<file path="config.mk">
export PLATFORM = sky130hd
export DESIGN_NAME = fsm_counter_ctrl
export DESIGN_NICKNAME = d
export VERILOG_FILES = /design/src/rtl/fsm_counter_pkg.sv /design/src/rtl/fsm_counter_ctrl_term_counter.sv /design/src/rtl/fsm_counter_ctrl.sv
export SDC_FILE = /design/constraint.sdc
export NUM_CORES = 1
export LEC_CHECK = 0
export ABC_AREA = 0
export CORE_MARGIN = 5
export CORE_UTILIZATION = 33
export CTS_CLUSTER_DIAMETER = 40
export DETAILED_ROUTE_END_ITERATION = 16
export PLACE_DENSITY = 0.65
export SETUP_SLACK_MARGIN = 0.15
export SLEW_MARGIN = 25
export SYNTH_ARGS = -nofsm -noshare
export SYNTH_HDL_FRONTEND = slang
export SYNTH_HIERARCHICAL = 1
export SYNTH_SLANG_ARGS = --single-unit
export TNS_END_PERCENT = 100
</file>
<file path="constraint.sdc">
create_clock -name clk -period 6.4 [get_ports clk]
set_clock_uncertainty 0.1 [all_clocks]
set_input_delay 0.96 -clock clk [delete_from_list [all_inputs] [get_ports clk]]
set_output_delay 0.96 -clock clk [all_outputs]
set_load 0.1 [all_outputs]
</file>
<file path="src/rtl/fsm_counter_pkg.sv">
// Shared types and defaults for the run-length controller.
package fsm_counter_pkg;

  localparam int unsigned CNT_W_DEF = 8;

  typedef enum logic [1:0] {
    IDLE     = 2'b00,
    COUNTING = 2'b01,
    DONE     = 2'b10,
    PAUSED   = 2'b11
  } ctrl_state_t;

endpackage

</file>
<file path="src/rtl/fsm_counter_ctrl_term_counter.sv">
// Up-counter with synchronous clear/enable and a combinational terminal flag.
module term_counter
  import fsm_counter_pkg::*;
#(
  parameter int unsigned CNT_W = CNT_W_DEF
) (
  input  logic             clk,
  input  logic             rst,
  input  logic             clear,
  input  logic             enable,
  input  logic [CNT_W-1:0] limit_q,
  output logic [CNT_W-1:0] count,
  output logic             at_term
);

  // Count register: clear wins over enable; holds otherwise.
  always_ff @(posedge clk or posedge rst) begin
    if (rst) begin
      count <= '0;
    end else if (clear) begin
      count <= '0;
    end else if (enable) begin
      count <= count + CNT_W'(1);
    end
  end

  // Terminal flag compares against the latched limit only.
  always_comb begin
    at_term = (count == limit_q);
  end

endmodule

</file>
<file path="src/rtl/fsm_counter_ctrl.sv">
// Run-length controller: counts 0..limit on go, one-shot or auto-reload,
// with pause/resume, abort and DONE acknowledge.
module fsm_counter_ctrl
  import fsm_counter_pkg::*;
#(
  parameter int unsigned CNT_W = CNT_W_DEF
) (
  input  logic             clk,
  input  logic             rst,
  input  logic             go,
  input  logic [CNT_W-1:0] limit,
  input  logic             auto_reload,
  input  logic             pause,
  input  logic             abort,
  input  logic             ack,
  output logic             busy,
  output logic             done,
  output logic             tick,
  output logic [CNT_W-1:0] count
);

  ctrl_state_t      state;
  logic [CNT_W-1:0] limit_q;
  logic             mode_q;
  logic             at_term;
  logic             cnt_clear;
  logic             cnt_enable;

  // Counter controls derived from the current state and inputs, honouring
  // abort > ack > pause > terminal/increment > go.
  always_comb begin
    cnt_clear  = 1'b0;
    cnt_enable = 1'b0;
    unique case (state)
      IDLE: begin
        cnt_clear = go && !abort;
      end
      COUNTING: begin
        if (abort) begin
          cnt_clear = 1'b1;
        end else if (!pause) begin
          if (at_term) begin
            cnt_clear = mode_q;
          end else begin
            cnt_enable = 1'b1;
          end
        end
      end
      PAUSED: begin
        cnt_clear = abort;
      end
      DONE: begin
        cnt_clear = abort || ack;
      end
      default: begin
        cnt_clear = 1'b1;
      end
    endcase
  end

  term_counter #(
    .CNT_W(CNT_W)
  ) u_term_counter (
    .clk     (clk),
    .rst     (rst),
    .clear   (cnt_clear),
    .enable  (cnt_enable),
    .limit_q (limit_q),
    .count   (count),
    .at_term (at_term)
  );

  // Control FSM with registered busy/done/tick outputs.
  always_ff @(posedge clk or posedge rst) begin
    if (rst) begin
      state   <= IDLE;
      limit_q <= '0;
      mode_q  <= 1'b0;
      busy    <= 1'b0;
      done    <= 1'b0;
      tick    <= 1'b0;
    end else begin
      tick <= 1'b0;
      unique case (state)
        IDLE: begin
          if (go && !abort) begin
            state   <= COUNTING;
            limit_q <= limit;
            mode_q  <= auto_reload;
            busy    <= 1'b1;
          end
        end
        COUNTING: begin
          if (abort) begin
            state <= IDLE;
            busy  <= 1'b0;
          end else if (pause) begin
            state <= PAUSED;
          end else if (at_term) begin
            tick <= 1'b1;
            if (!mode_q) begin
              state <= DONE;
              busy  <= 1'b0;
              done  <= 1'b1;
            end
          end
        end
        PAUSED: begin
          if (abort) begin
            state <= IDLE;
            busy  <= 1'b0;
          end else if (!pause) begin
            state <= COUNTING;
          end
        end
        DONE: begin
          if (abort || ack) begin
            state <= IDLE;
            done  <= 1'b0;
          end
        end
        default: begin
          state <= IDLE;
          busy  <= 1'b0;
          done  <= 1'b0;
        end
      endcase
    end
  end

endmodule

</file>
* Word-level counts from Yosys, hierarchy flattened
Cells that the tools add are included.
** Operators by class
- Add/sub/neg operators :: 1
- Eq/ne operators :: 17
- Reduce and logical (&&, ||, !) cells :: 11
- Mux-type cells :: 36
** Operators by type and width (number)
- $mux 1 :: 22
- $mux 2 :: 8
- $mux 8 :: 2
- $ne 2x2->1 const B :: 7
- $ne 3x3->1 const B :: 4
- $reduce_and 6->1 :: 2
- $add 8x1->8 const B :: 1
- $eq 8x8->1 :: 1
- $ne 4x4->1 const B :: 2
- $pmux 2 s4 :: 1
- $reduce_and 5->1 :: 1
- $eq 2x2->1 const B :: 2
- $pmux 1 s4 :: 1
- $reduce_bool 2->1 :: 2
- $pmux 1 s3 :: 1
- $reduce_bool 3->1 :: 1
- $eq 2x1->1 const B :: 1
- $logic_not 2->1 :: 1
- $pmux 1 s2 :: 1
- $reduce_and 2->1 :: 1
- $logic_and 1x1->1 :: 1
- $logic_not 1->1 :: 1
- $logic_or 1x1->1 :: 1
** Word-level totals
- Word-level logic and storage cells :: 72
- Register bits :: 22
- Input port bits :: 15
- Output and inout bits :: 11

* Depth between registers and ports, before layout
- Depth in word-level cells :: 7
- Depth in mapped cells :: 10

* Hierarchy
The synthesis kept the hierarchy.
** Modules (own cells, without submodules)
- fsm_counter_ctrl :: seq. area each 350.3 um^2, area each 671.9 um^2, times used 1, cells an instance 46
- term_counter :: seq. area each 200.2 um^2, area each 478.0 um^2, times used 1, cells an instance 50

* Least setup slack after synthesis
No wires, ideal clock.
- Path kind :: register to register
- From :: reg u_term_counter.count[3]
- To :: reg u_term_counter.count[5]
- Required time :: 6223 ps
- Setup slack :: 3407 ps
- Clock period less this slack :: 2993 ps
- Cell stages (with the launch flop) :: 11
- Setup time :: 77 ps
- Path buffers :: 2
- Arrival time :: 2815 ps
- Cells stage by stage :: dfrtp_1 clkbuf_2 xnor2_1 nand4_1 nor2_1 nor4bb_1 o22a_1 buf_4 o2111ai_2 or3_1 a21oi_1
** Between the ends
- Longest elaborated chain between the ends :: 6
- Elaborated cells on any way between the ends :: 13
- Those cells by class :: 1 x add/sub; 1 x eq/ne; 10 x mux; 1 x reduce/logical
** Ends and longest elaborated chain
- start: declaration :: line fsm_counter_ctrl_term_counter.sv:12 : output logic [CNT_W-1:0] count,
- start signal: assignment :: line fsm_counter_ctrl_term_counter.sv:23 : count <= count + CNT_W'(1);
- $eq 8x8->1 * :: line fsm_counter_ctrl_term_counter.sv:29 : at_term = (count == limit_q);
- named net at_term :: line fsm_counter_ctrl.sv:25 : logic at_term;
- $mux 1 * :: line fsm_counter_ctrl.sv:42 : if (at_term) begin
- $mux 1 * :: line fsm_counter_ctrl.sv:41 : end else if (!pause) begin
- $mux 1 * :: line fsm_counter_ctrl.sv:39 : if (abort) begin
- $pmux 1 s4 * :: line fsm_counter_ctrl.sv:34 : unique case (state)
- named net cnt_clear :: line fsm_counter_ctrl.sv:26 : logic cnt_clear;
- $mux 8 or $reduce_bool 2->1 (tied branches)
The timed path passes the listed nets; every way through them passes the cells marked *. The select of a mux whose other input is x is not followed.
A chain may end at the register's enable or synchronous reset.

* Final worst setup path
- From :: reg u_term_counter.count[3]
- To :: out count[3]
** RTL lines
- end: declaration :: line fsm_counter_ctrl.sv:19 : output logic [CNT_W-1:0] count
No word-level cell between the ends.

==> impl_metrics.tcl <==
set metrics [dict create \
    outcome "completed" \
    pwr-share-seq_pct 51.1 \
    slew_violations 0 \
    syn_nets 112 \
    max_stage_delay_ps 1190 \
    hold_path_class "register to register" \
    clkPwrFrac_pct 21.4 \
    dieArea_sq_mm 0.004765 \
    tightest_slew_ps 981.8 \
    crit_type "register to output pin" \
    clk_pin_slew_ps 120 \
    path_cells "clkdlybuf4s50_1" \
    crit_arrival_ps 2020 \
    crit_path_end_kind "output pin" \
    cts_max_path_buffers 2 \
    ys_seq_elements 22 \
    cp_slowest_cell "clkdlybuf4s50_1" \
    path_max_fanout 7 \
    drt_iter0_markers 17 \
    viasPerCell 4.904 \
    synth_cells 96 \
    tns_ps 0 \
    finalCritPeriodShare_pct 48.12 \
    worstSkewPairLatency_ps 300 \
    cts_made_buffers 3 \
    swShare_pct 30.64 \
    initial_utilization_pct 34.19 \
    die_y_microns 69.03 \
    power.switching_uw 106.5 \
    yosysWarningCount 6 \
    post-cts-setup-buffer-count 0 \
    pwr-share-comb_pct 27.5 \
    ys_seq_area_share_pct 47.88 \
    pwr_density_cell_mw_per_mm2 238.2 \
    required_ps 5340 \
    peakVddDrop_uv 145.4 \
    first_pass_iters 3 \
    finalHoldViolCount 0 \
    area_delta_synth_final_pct 26.99 \
    critical-path-top-delay-family "buffers and inverters" \
    wl_per_cell_microns 13.92 \
    finalWirelength_microns 2310 \
    io_pins 26 \
    cts.repair.resized 0 \
    drive_gt1_share_pct 15.00 \
    diodes 0 \
    grt_pass1_vias 862 \
    portBuffers 25 \
    hold_buffers 0 \
    core_sq_mm 0.003363 \
    root_buffer "clkbuf_4" \
    fmax_ghz 0.3247 \
    drcViolationCount 0 \
    grt_usage_pct 10.30 \
    slew_headroom_pct 34.34 \
    grt_pass1_wl_microns 4064 \
    grt_max_degree 15 \
    clock-sinks 22 \
    cts_tree "done" \
    critPathLaunchType "register" \
    fin_crit_ps 3079 \
    die-width_microns 69.03 \
    place_ws_ps 2938 \
    setup_viol 0 \
    p_leak_uw 0.0005673 \
    rows 21 \
    path_buf_inv 1 \
    ctsHtreeMaxLevel 1 \
    fillerInstances 333 \
    hpwl_microns 1798 \
    gp_congestion 0.8818 \
    maxCapViolCount 0 \
    synth_area_sq_mm 0.001150 \
    fin_nets 137 \
    worst_slack_ps 3321 \
    rsz0062_at_grt "false" \
    postRouteAntennaNets 0 \
    ys_types 32 \
    intPower_uw 241.2 \
    synth.avg_cell_area_sq_um 11.98 \
    num_vias 814 \
    grt_antenna_before_repair 0 \
    overflow 0 \
]
==> power groups by stage <==
stage                     sequential [uW]  combinational [uW]  clock [uW]
after CTS                             178                96.9        77.9
after global routing                  181                 102        83.0
after floorplan                       196                55.4           0
after global placement                179                94.8           0
final                                 178                95.7        74.6
after detailed placement              180                96.5           0
==> sequential cells by signal (all words and copies together), names as in the netlist <==
signal,flops
limit_q,8
u_term_counter/count,8
state,2
busy,1
done,1
mode_q,1
tick,1
==> cell type report <==
cell class | instances | area, sq um | area share [%]
Tap cell | 46 | 57.56 | 3.942
Multi-Input combinational cell | 66 | 554.3 | 37.96
Inverter | 3 | 11.26 | 0.7712
Sequential cell | 22 | 550.5 | 37.70
Clock buffer | 4 | 36.28 | 2.485
Timing Repair Buffer | 25 | 250.2 | 17.14
==> worst register-to-register path: stages, from the launching register on <==
cell       delay (ps)
dfrtp_1           500
xnor2_1           190
nand4_1           120
nor2_1            260
nor4bb_1          260
o22a_1            380
o2111ai_2         230
or3_1             380
a21oi_1           150
==> logic make-up after synthesis <==
logic type	after synthesis	share of synthesized area [%]
simple gates	26	16.11
flops	22	47.88
compound gates	17	9.032
xor+xnor	12	9.141
mux	10	12.30
buf+inv	8	4.461
fa+ha+maj	1	1.088
==> cells in the mapped netlist <==
master | count | area (sq um)
dfrtp_1 | 22 | 550.5
o21ai_0 | 9 | 45.04
xnor2_1 | 9 | 78.83
mux2_4 | 8 | 120.1
nor2_1 | 6 | 22.52
a21oi_1 | 4 | 20.02
nand4_1 | 4 | 25.02
inv_1 | 3 | 11.26
or3_1 | 3 | 18.77
xor2_1 | 3 | 26.28
buf_6 | 2 | 22.52
nand2_1 | 2 | 7.510
nand3_1 | 2 | 10.01
a21o_1 | 1 | 7.510
buf_2 | 1 | 5.000
buf_4 | 1 | 7.510
clkbuf_2 | 1 | 5.000
ha_1 | 1 | 12.51
mux2_2 | 1 | 11.26
mux2i_1 | 1 | 10.01
nand2b_1 | 1 | 6.260
nand2b_4 | 1 | 13.76
nor3_4 | 1 | 16.27
nor3b_1 | 1 | 7.510
nor4_1 | 1 | 6.260
nor4b_1 | 1 | 8.760
nor4b_4 | 1 | 23.77
nor4bb_1 | 1 | 10.01
o2111ai_2 | 1 | 15.01
o21bai_1 | 1 | 7.510
o22a_1 | 1 | 8.760
or3b_1 | 1 | 8.760
==> path summary, 6_finish.rpt <==
path | from | to | slack [ps] | depth (start not counted)
max | u_term_counter/count[3]$_DFFE_PP0P_ | count[3] | 3320 | 1
min | busy$_DFFE_PP0P_ | busy$_DFFE_PP0P_ | 390 | 1
max reg2reg | u_term_counter/count[3]$_DFFE_PP0P_ | u_term_counter/count[7]$_DFFE_PP0P_ | 3750 | 8
min reg2reg | busy$_DFFE_PP0P_ | busy$_DFFE_PP0P_ | 390 | 1
max in group asynchronous | rst | done$_DFFE_PP0P_ | 4920 | 2
min in group asynchronous | rst | u_term_counter/count[3]$_DFFE_PP0P_ | 830 | 2
==> cells in the final DEF (no fill, tap or decap), drive strengths merged, types with 2 or more instances in the layout <==
cell type      count
xnor2              9
nor4b              2
o21ai              9
xor2               3
dfrtp             22
or3                3
clkbuf             4
clkdlybuf4s50     25
nand4              4
nor2               6
nand3              2
nand2              2
mux2               9
nand2b             2
a21oi              4
inv                3
==> per-stage QoR <==
| step | utilization [%] | area (sq um) | instances | power [uW] | hold WS (ps) |
|---|---|---|---|---|---|
| 2_1_floorplan | - | 1150 | 96 | 251.8 | 402.1 |
| 3_3_place_gp | 42.15 | 1418 | 162 | 273.7 | 359.6 |
| 3_5_place_dp | 42.15 | 1418 | 162 | 276.9 | 369.7 |
| 4_1_cts | 43.23 | 1454 | 166 | 352.6 | 396.5 |
| 5_1_grt | 43.42 | 1460 | 166 | 366.2 | 410.0 |
| 6_report | 43.42 | 1460 | 166 | 347.8 | 388.0 |
==> metal layers <==
metal	vias up	global-route usage, %	share of wire (%)
met5	-	0	0
met4	0	2.603	1.2
met3	2	4.070	6.3
met2	20	17.27	49
met1	407	12.27	43
li1	385	-	-
Power figures use the tool's default switching activity.
